## config.mk

```make
export PLATFORM = sky130hd
export DESIGN_NAME = dot_product_stream
export DESIGN_NICKNAME = d
export VERILOG_FILES = /design/src/rtl/dot_product_pkg.sv /design/src/rtl/dot_product_result_fifo.sv /design/src/rtl/dot_product_stream.sv
export SDC_FILE = /design/constraint.sdc
export NUM_CORES = 1
export LEC_CHECK = 0
export BUFFER_PORTS_ARGS = -buffer_cell sky130_fd_sc_hd__buf_2
export CORE_MARGIN = 2
export CORE_UTILIZATION = 59
export CTS_BUF_LIST = sky130_fd_sc_hd__clkbuf_8
export CTS_CLUSTER_DIAMETER = 40
export DETAILED_ROUTE_END_ITERATION = 8
export PLACE_DENSITY_LB_ADDON = 0.15
export SLEW_MARGIN = 20
export SYNTH_ARGS = -nofsm -noshare
export SYNTH_HDL_FRONTEND = slang
export SYNTH_SLANG_ARGS = --single-unit
```

## constraint.sdc

```tcl
create_clock -name i_clk -period 4.23 [get_ports i_clk]
set_input_delay 0 -clock i_clk [delete_from_list [all_inputs] [get_ports i_clk]]
set_output_delay 0 -clock i_clk [all_outputs]
set_load 0.02 [all_outputs]
```

## src/rtl/dot_product_pkg.sv

```systemverilog
// Shared helpers for the streaming dot-product engine: log2, saturation
// limits, saturating add and parameter legality checks.
package dot_product_pkg;

  localparam int WIDE = 64;

  typedef logic signed [WIDE-1:0] wide_t;

  typedef struct packed {
    logic  ovf;
    wide_t value;
  } sat_res_t;

  function automatic int log2_ceil(input int v);
    int r;
    r = 0;
    while ((1 << r) < v) r++;
    return r;
  endfunction

  function automatic wide_t sat_max(input int s);
    return (wide_t'(1) <<< (s - 1)) - wide_t'(1);
  endfunction

  function automatic wide_t sat_min(input int s);
    return -(wide_t'(1) <<< (s - 1));
  endfunction

  // Operands are S-bit values sign-extended to WIDE, so the raw sum cannot wrap.
  function automatic sat_res_t sat_add(input wide_t a, input wide_t b, input int s);
    sat_res_t r;
    wide_t    sum;
    sum     = a + b;
    r.ovf   = 1'b0;
    r.value = sum;
    if (sum > sat_max(s)) begin
      r.value = sat_max(s);
      r.ovf   = 1'b1;
    end else if (sum < sat_min(s)) begin
      r.value = sat_min(s);
      r.ovf   = 1'b1;
    end
    return r;
  endfunction

  function automatic bit params_legal(input int n, input int m, input int s, input int depth);
    bit ok;
    ok = 1'b1;
    if (n < 2 || n > 18) ok = 1'b0;
    if (m < 1 || m > 16 || (m & (m - 1)) != 0) ok = 1'b0;
    if (s < 2 * n + log2_ceil(m) || s > WIDE - 2) ok = 1'b0;
    if (depth < 2) ok = 1'b0;
    return ok;
  endfunction

endpackage

```

## src/rtl/dot_product_result_fifo.sv

```systemverilog
// First-word-fall-through result FIFO; exposes its occupancy so the
// producer can run credit-based flow control against it.
module dot_product_result_fifo #(
  parameter int W     = 49,
  parameter int DEPTH = 4
) (
  input  logic                           clk,
  input  logic                           srst,
  input  logic                           push,
  input  logic [W-1:0]                   din,
  input  logic                           pop,
  output logic [W-1:0]                   dout,
  output logic                           valid,
  output logic [$clog2(DEPTH+1)-1:0]     count
);

  localparam int AW = (DEPTH > 1) ? $clog2(DEPTH) : 1;
  localparam int CW = $clog2(DEPTH + 1);

  logic [W-1:0]  mem [DEPTH];
  logic [AW-1:0] wr_ptr_reg;
  logic [AW-1:0] rd_ptr_reg;
  logic [CW-1:0] count_reg;
  logic          pop_ok;

  function automatic logic [AW-1:0] ptr_inc(input logic [AW-1:0] p);
    return (p == AW'(DEPTH - 1)) ? '0 : p + 1'b1;
  endfunction

  assign valid  = (count_reg != '0);
  assign pop_ok = pop & valid;
  assign count  = count_reg;
  // Gate the head word so an empty FIFO presents zero rather than stale data.
  assign dout   = valid ? mem[rd_ptr_reg] : '0;

  always_ff @(posedge clk) begin
    if (push) mem[wr_ptr_reg] <= din;
  end

  always_ff @(posedge clk) begin
    if (srst) begin
      wr_ptr_reg <= '0;
      rd_ptr_reg <= '0;
      count_reg  <= '0;
    end else begin
      if (push)   wr_ptr_reg <= ptr_inc(wr_ptr_reg);
      if (pop_ok) rd_ptr_reg <= ptr_inc(rd_ptr_reg);
      case ({push, pop_ok})
        2'b10:   count_reg <= count_reg + 1'b1;
        2'b01:   count_reg <= count_reg - 1'b1;
        default: count_reg <= count_reg;
      endcase
    end
  end

  push_not_full: assert property (@(posedge clk) disable iff (srst)
    !(push && count_reg == CW'(DEPTH)));

endmodule

```

## src/rtl/dot_product_stream.sv

```systemverilog
// Streaming signed dot-product: multiply, adder tree, accumulator, result FIFO.
// Define DOT_PRODUCT_SATURATE_EN for a saturating accumulator with o_overflow.
module dot_product_stream
  import dot_product_pkg::*;
#(
  parameter int N         = 8,
  parameter int M         = 4,
  parameter int S         = 48,
  parameter int RES_DEPTH = 4
) (
  input  logic               i_clk,
  input  logic               i_reset,
  input  logic [M*N-1:0]     i_a,
  input  logic [M*N-1:0]     i_b,
  input  logic               i_valid,
  input  logic               i_first,
  input  logic               i_last,
  output logic               o_ready,
  output logic [S-1:0]       o_sum,
  output logic               o_overflow,
  output logic               o_valid,
  input  logic               i_ready
);

`ifdef DOT_PRODUCT_SATURATE_EN
  localparam int FW = S + 1;
`else
  localparam int FW = S;
`endif
  localparam int CW = $clog2(RES_DEPTH + 1);

  if (!params_legal(N, M, S, RES_DEPTH)) begin : g_illegal
    $error("dot_product_stream: illegal parameter set");
  end

  logic                    accept;
  logic                    s1_valid, s1_first, s1_last;
  logic signed [2*N-1:0]   s1_prod [M];
  logic signed [S-1:0]     prod_ext [M];
  logic signed [S-1:0]     tree_sum;
  logic                    s2_valid, s2_first, s2_last;
  logic signed [S-1:0]     s2_sum;
  logic signed [S-1:0]     acc_reg, acc_next;
  logic                    in_vector_reg;
  logic                    eff_first;
  logic                    s3_push_reg;
  logic [1:0]              lasts;
  logic [CW-1:0]           fifo_count;
  logic [FW-1:0]           fifo_din, fifo_dout;
  logic                    pop;

  // Credits: every last already in flight has a FIFO slot reserved for it.
  assign lasts   = 2'(s1_valid & s1_last) + 2'(s2_valid & s2_last) + 2'(s3_push_reg);
  assign o_ready = (int'(fifo_count) + int'(lasts)) < RES_DEPTH;
  assign accept  = i_valid & o_ready;
  assign pop     = o_valid & i_ready;

  always_ff @(posedge i_clk) begin
    if (i_reset) begin
      s1_valid <= 1'b0;
      s1_first <= 1'b0;
      s1_last  <= 1'b0;
    end else begin
      s1_valid <= accept;
      s1_first <= accept & i_first;
      s1_last  <= accept & i_last;
    end
  end

  always_ff @(posedge i_clk) begin
    if (accept) begin
      for (int j = 0; j < M; j++)
        s1_prod[j] <= $signed(i_a[j*N +: N]) * $signed(i_b[j*N +: N]);
    end
  end

  for (genvar gi = 0; gi < M; gi++) begin : g_ext
    assign prod_ext[gi] = S'(s1_prod[gi]);
  end

  always_comb begin
    tree_sum = '0;
    for (int j = 0; j < M; j++) tree_sum = tree_sum + prod_ext[j];
  end

  always_ff @(posedge i_clk) begin
    if (i_reset) begin
      s2_valid <= 1'b0;
      s2_first <= 1'b0;
      s2_last  <= 1'b0;
    end else begin
      s2_valid <= s1_valid;
      s2_first <= s1_first;
      s2_last  <= s1_last;
    end
    if (s1_valid) s2_sum <= tree_sum;
  end

  // A beat arriving outside a vector starts a fresh one even without i_first.
  assign eff_first = s2_first | ~in_vector_reg;

`ifdef DOT_PRODUCT_SATURATE_EN
  logic     ovf_reg, ovf_next;
  sat_res_t sat_res;

  always_comb begin
    sat_res  = sat_add(wide_t'(acc_reg), wide_t'(s2_sum), S);
    acc_next = eff_first ? s2_sum : S'(sat_res.value);
    ovf_next = eff_first ? 1'b0 : (ovf_reg | sat_res.ovf);
  end

  always_ff @(posedge i_clk) begin
    if (i_reset)       ovf_reg <= 1'b0;
    else if (s2_valid) ovf_reg <= ovf_next;
  end

  assign fifo_din   = {ovf_reg, acc_reg};
  assign o_sum      = fifo_dout[S-1:0];
  assign o_overflow = fifo_dout[S];
`else
  always_comb begin
    acc_next = eff_first ? s2_sum : acc_reg + s2_sum;
  end

  assign fifo_din   = acc_reg;
  assign o_sum      = fifo_dout;
  assign o_overflow = 1'b0;
`endif

  always_ff @(posedge i_clk) begin
    if (i_reset) begin
      acc_reg       <= '0;
      in_vector_reg <= 1'b0;
      s3_push_reg   <= 1'b0;
    end else begin
      s3_push_reg <= s2_valid & s2_last;
      if (s2_valid) begin
        acc_reg       <= acc_next;
        in_vector_reg <= ~s2_last;
      end
    end
  end

  dot_product_result_fifo #(
    .W     (FW),
    .DEPTH (RES_DEPTH)
  ) u_fifo (
    .clk   (i_clk),
    .srst  (i_reset),
    .push  (s3_push_reg),
    .din   (fifo_din),
    .pop   (pop),
    .dout  (fifo_dout),
    .valid (o_valid),
    .count (fifo_count)
  );

endmodule

```

# Word-level counts from Yosys, hierarchy flattened
# Memory sizes are Yosys's and may differ from the RTL's. A register that Yosys moved wholly into a read port is not among the register bits.
# Cells that the tools add are included.
# word_totals
reg_bits,111
romBits,0
ramBits,256
inputBits,70
latchBits,0
n_memories,2
# memory_table
memory,depth,word_bits,read_ports,rd_ports_with_merged_regs,write_ports,line,text
u_fifo.mem,4,48,1,1,1,dot_product_result_fifo.sv:20,logic [W-1:0] mem [DEPTH];
s1_prod,4,16,4,0,4,dot_product_stream.sv:38,logic signed [2*N-1:0] s1_prod [M];
# classes
n_reduce_logical,2
magnitude_cmp,1
n_mul,4
mux,11
eq_ne,4
bitwise_logic,11
n_div,0
n_shift,0
n_addsub,11
# op_table
op,count
$mux 48,2
$mul 8x8->16,4
$add 48x48->48,1
$add 18x16->19,1
$add 17x16->18,1
$add 16x16->17,1
$and 1x1->1,8
$mux 2,4
$eq 2x2->1 const B,3
$pmux 3 s2,1
$add 2x1->2 const B,2
$add 3x2->4,1
$lt 4x3->1 const B,1
$mux 1,4
$add 3x1->3 const B,1
$reduce_bool 3->1,1
$sub 3x1->3 const B,1
$add 1x1->2,1
$add 2x1->2,1
$eq 2x1->1 const B,1
$not 1->1,2
$reduce_bool 2->1,1
$or 1x1->1,1

# Longest topological paths before layout
# depth
ltp_word,8
ltp_mapped,20
depth_no_buf,20

# Cells and area by module
# Synthesis repeated with hierarchy kept, for this count alone.
# hier_totals
cells_unflattened,2288
area_unflattened_um2,25981.2
# modules_own_cells
module,seq_area_each_um2,cells_each,n_inst,area_per_inst_um2
dot_product_stream,3613.5,1936,1,18300.1
dot_product_result_fifo,5945.7,352,1,7681.1

# Least setup slack after synthesis
# Ideal clock, no wire load.
# synth_path
path_type,register to register
startpoint,reg s1_valid
endpoint,mem s1_prod[0][0] in the netlist's numbering (enable)
synth_period_minus_slack_ns,4.216
arrival_ns,3.787
slack_ns,0.014
setup_ns,0.430
path_stages_with_launch,8
required_time_ns,3.800
path_cell_list,dfxtp_1 nand2_1 fa_1 inv_1 ha_1 nor3b_1 nor3_1 and2_1
# synth_lines
item,line,text
from (decl),dot_product_stream.sv:37,"logic s1_valid, s1_first, s1_last;"
from (signal assigned),dot_product_stream.sv:64,s1_valid <= accept;
to (decl),dot_product_stream.sv:38,

==> impl_metrics.yaml <==
synthesis:
  netlist_instances: 2349
  synth.avg_cell_area_um2: 11.1
  ys_seq_area_frac: 0.365
  netlist_area_um2: 26200
  synthDominantCellAreaShare: 0.315
  ys_async_sr_fraction: 0
  syn-num-nets: 2863
  yosys_register_bits: 340
  synth_top_area_cell: "edfxtp_1"
  ys_top_cells_by_area: "edfxtp_1, fa_1, ha_1"
  synth-edff-count: 275
  yosys_most_used_dff: "edfxtp_1"
  synthDistinctLibCells: 64
  synth_warnings: 0
placement:
  portBuffers: 119
  gp_congestion: 0.931
  dp.final_hpwl_um: 42400
grt:
  overflow: 0
  track_usage: 0.249
  grt_max_degree: 67
  grt_pass1_wl_um: 92400
  grt_pass1_vias: 18928
  antenna_found_initial: 1
clock_network:
  cts_root_buffer: "clkbuf_8"
  cts_sinks: 340
  clk_pin_slew_ns: 0.06
  clock_latency_ns: 0.62
  cts_buffers: 58
  cts_tree: "built"
  clockBufferDepth: 3
  htreeDepth: 2
flow_run:
  cap_violations: 0
routing:
  drt_pass1_iterations: 5
  drc_errors: 0
  ant_nets: 0
  via_per_inst: 5.41
  initialDrtViolationCount: 900
  routed_wl_um: 54400
  via_count: 17636
  wl_per_cell_um: 16.7
die:
  die_w_um: 215
  initial_utilization: 0.595
  die_y_um: 215
  core_area_um2: 44000
  die-area_um2: 46100
  row_count: 77
  ios: 121
timing:
  fin_skew_ns: 0.0252
  worstMarginPinSlew_ns: 1.01
  report.final.slew_viol_count: 0
  period_share: 0.963
  setup_viol: 0
  min_period_ns: 4.07
  hold_viol_final: 0
  max_freq_ghz: 0.245
  slew_headroom: 0.326
setup_path:
  worstSetupEndpointType: "flop"
  arrival_ns: 4.42
  cp-start-kind: "input pin"
  critPathKind: "input pin to flop"
  worstPathRequired_ns: 4.58
  crit_start: "i_a[8]"
  crit_fanout: 6
  rr_startpoint: "s1_prod[1][1]"
pwr:
  switching_power_mw: 8.16
  power_frac_seq: 0.254
  p_per_area_nw_per_um2: 669
  switching_share: 0.410
  p_comb_frac: 0.596
  peakVddDrop_mv: 0.871
  p_leak_nw: 13.2
  power_mw: 19.9
  p_int_mw: 11.7
  clockPowerShare: 0.151
status:
  status: "finished clean"
layout:
  antennaDiodeCount: 0
  final_nets: 3134
  largest_reg_flops: 192
  synthToLayoutAreaGrowth_pct: 13.8
  final_util: 0.676
  drive_gt1_frac: 0.159
min_path:
  min_from: "i_b[0]"
  hp-class: "input pin to flop"
## repair_timing
| item | CTS | global route |
|---|---|---|
| buffers inserted | 0 | 3 |
| endpoints found under the setup margin | 2 | 16 |
| endpoints found under the hold margin | 29 | 0 |
| pin swaps | 0 | 26 |
| gates resized for setup | 2 | 48 |
| hold buffers | 18 | 0 |
## metrics by stage
stage          TNS, ns  hold slack [ns]  instance area, um2  cells  worst slack (ns)
2_1_floorplan        0            0.146               26200   2349            0.0138
3_3_place_gp    -0.671            0.241               28300   3133            -0.121
3_5_place_dp     -1.43            0.250               28300   3133            -0.201
4_1_cts              0          0.00339               29700   3257            0.0194
5_1_grt        -0.0567           0.0170               29800   3258           -0.0527
6_report             0           0.0424               29800   3258             0.155
## critical path, cell delays in order
cell and delay [ns]:
dlygate4sd3_1 0.54, buf_2 0.15, buf_4 0.15, and2_1 0.15, fa_1 0.35, inv_1 0.07, fa_1 0.40, inv_1 0.07
ha_1 0.23, inv_2 0.06, fa_1 0.43, inv_1 0.07, ha_1 0.21, a21o_1 0.19, a21oi_2 0.15, o21ai_1 0.09
a21oi_2 0.15, o21ai_1 0.10, a21oi_2 0.15, nor2b_1 0.07, o21a_1 0.18, o41a_1 0.32, xnor2_1 0.13
## kinds of logic (layout without fill, tap and decap cells)
group,after synthesis,count (layout),synth area share
simple gates,635,635,0.124
fa+ha+maj,444,444,0.286
buf+inv,432,749,0.0624
flops,340,340,0.365
compound gates,330,330,0.0808
xor+xnor,109,109,0.0365
mux,58,58,0.0455
other cells,1,1,0.000143
## routing by layer
metal	global-route usage	routed length (um)	vias to the layer above
li1	-	-	8420
met1	0.319	23000	8777
met2	0.440	27800	344
met3	0.0289	1970	95
met4	0.0850	1690	0
met5	0	0	-
## cell type report
cell class	instances	area [um2]
inverters	380	1430
flip-flops and latches	340	9570
repair buffers	263	1770
fillers	3439	14200
well taps	592	741
multi-input cells	1577	15100
clock inverters	35	248
clock buffers	71	977
## cells in the final DEF (no fill, tap or decap), drive strengths merged, types with 10 or more instances in the layout
master       count
nand3           20
dfxtp           65
nor2b           26
nand2b          19
clkbuf          72
nand2          147
and2           218
xor2            20
a21boi          12
xnor2           89
a311oi          14
ha             188
a21o            43
o21a            11
clkinv          12
a21oi          114
inv            397
edfxtp         275
dlygate4sd3     15
and3            10
fa             256
mux4            48
o21ai           67
nor2           125
o21bai          16
buf            244
nand4           10
nor3            37
## cell usage after synthesis (all sizes together) (6+ instances only)
cell type and number:
nor2b 26, and3 10, nor2 125, mux4 48
o21ai 67, a21boi 12, inv 380, ha 188
nand3 20, and2 218, clkbuf 41, a311oi 14
nand2 147, xor2 20, a31oi 7, nand2b 19
nand4 10, dfxtp 65, o211ai 9, o21bai 16
or3 7, a211o 6, buf 11, edfxtp 275
o41a 6, nor3 37, a21oi 114, a21o 43
o21a 11, xnor2 89, fa 256
## power by group through the flow
stage	Clock [mW]	Combinational, mW	Sequential (mW)
floorplan	0	8.56	4.98
global placement	0	11.1	5.13
detailed placement	0	11.5	5.14
CTS	3.07	11.6	5.07
global route	3.22	13.5	5.10
finish	3.00	11.9	5.05
## final timing paths
| check | cells past startpoint | end | slack, ns |
|---|---|---|---|
| hold reg to reg | 1 | s2_first | 0.48 |
| hold / removal | 3 | s1_prod[0][0] | 0.04 |
| setup reg to reg | 15 | s2_sum[17] | 0.18 |
| setup / recovery | 23 | s1_prod[1][15] | 0.16 |
Note: power is estimated with default switching activity, not from simulation.
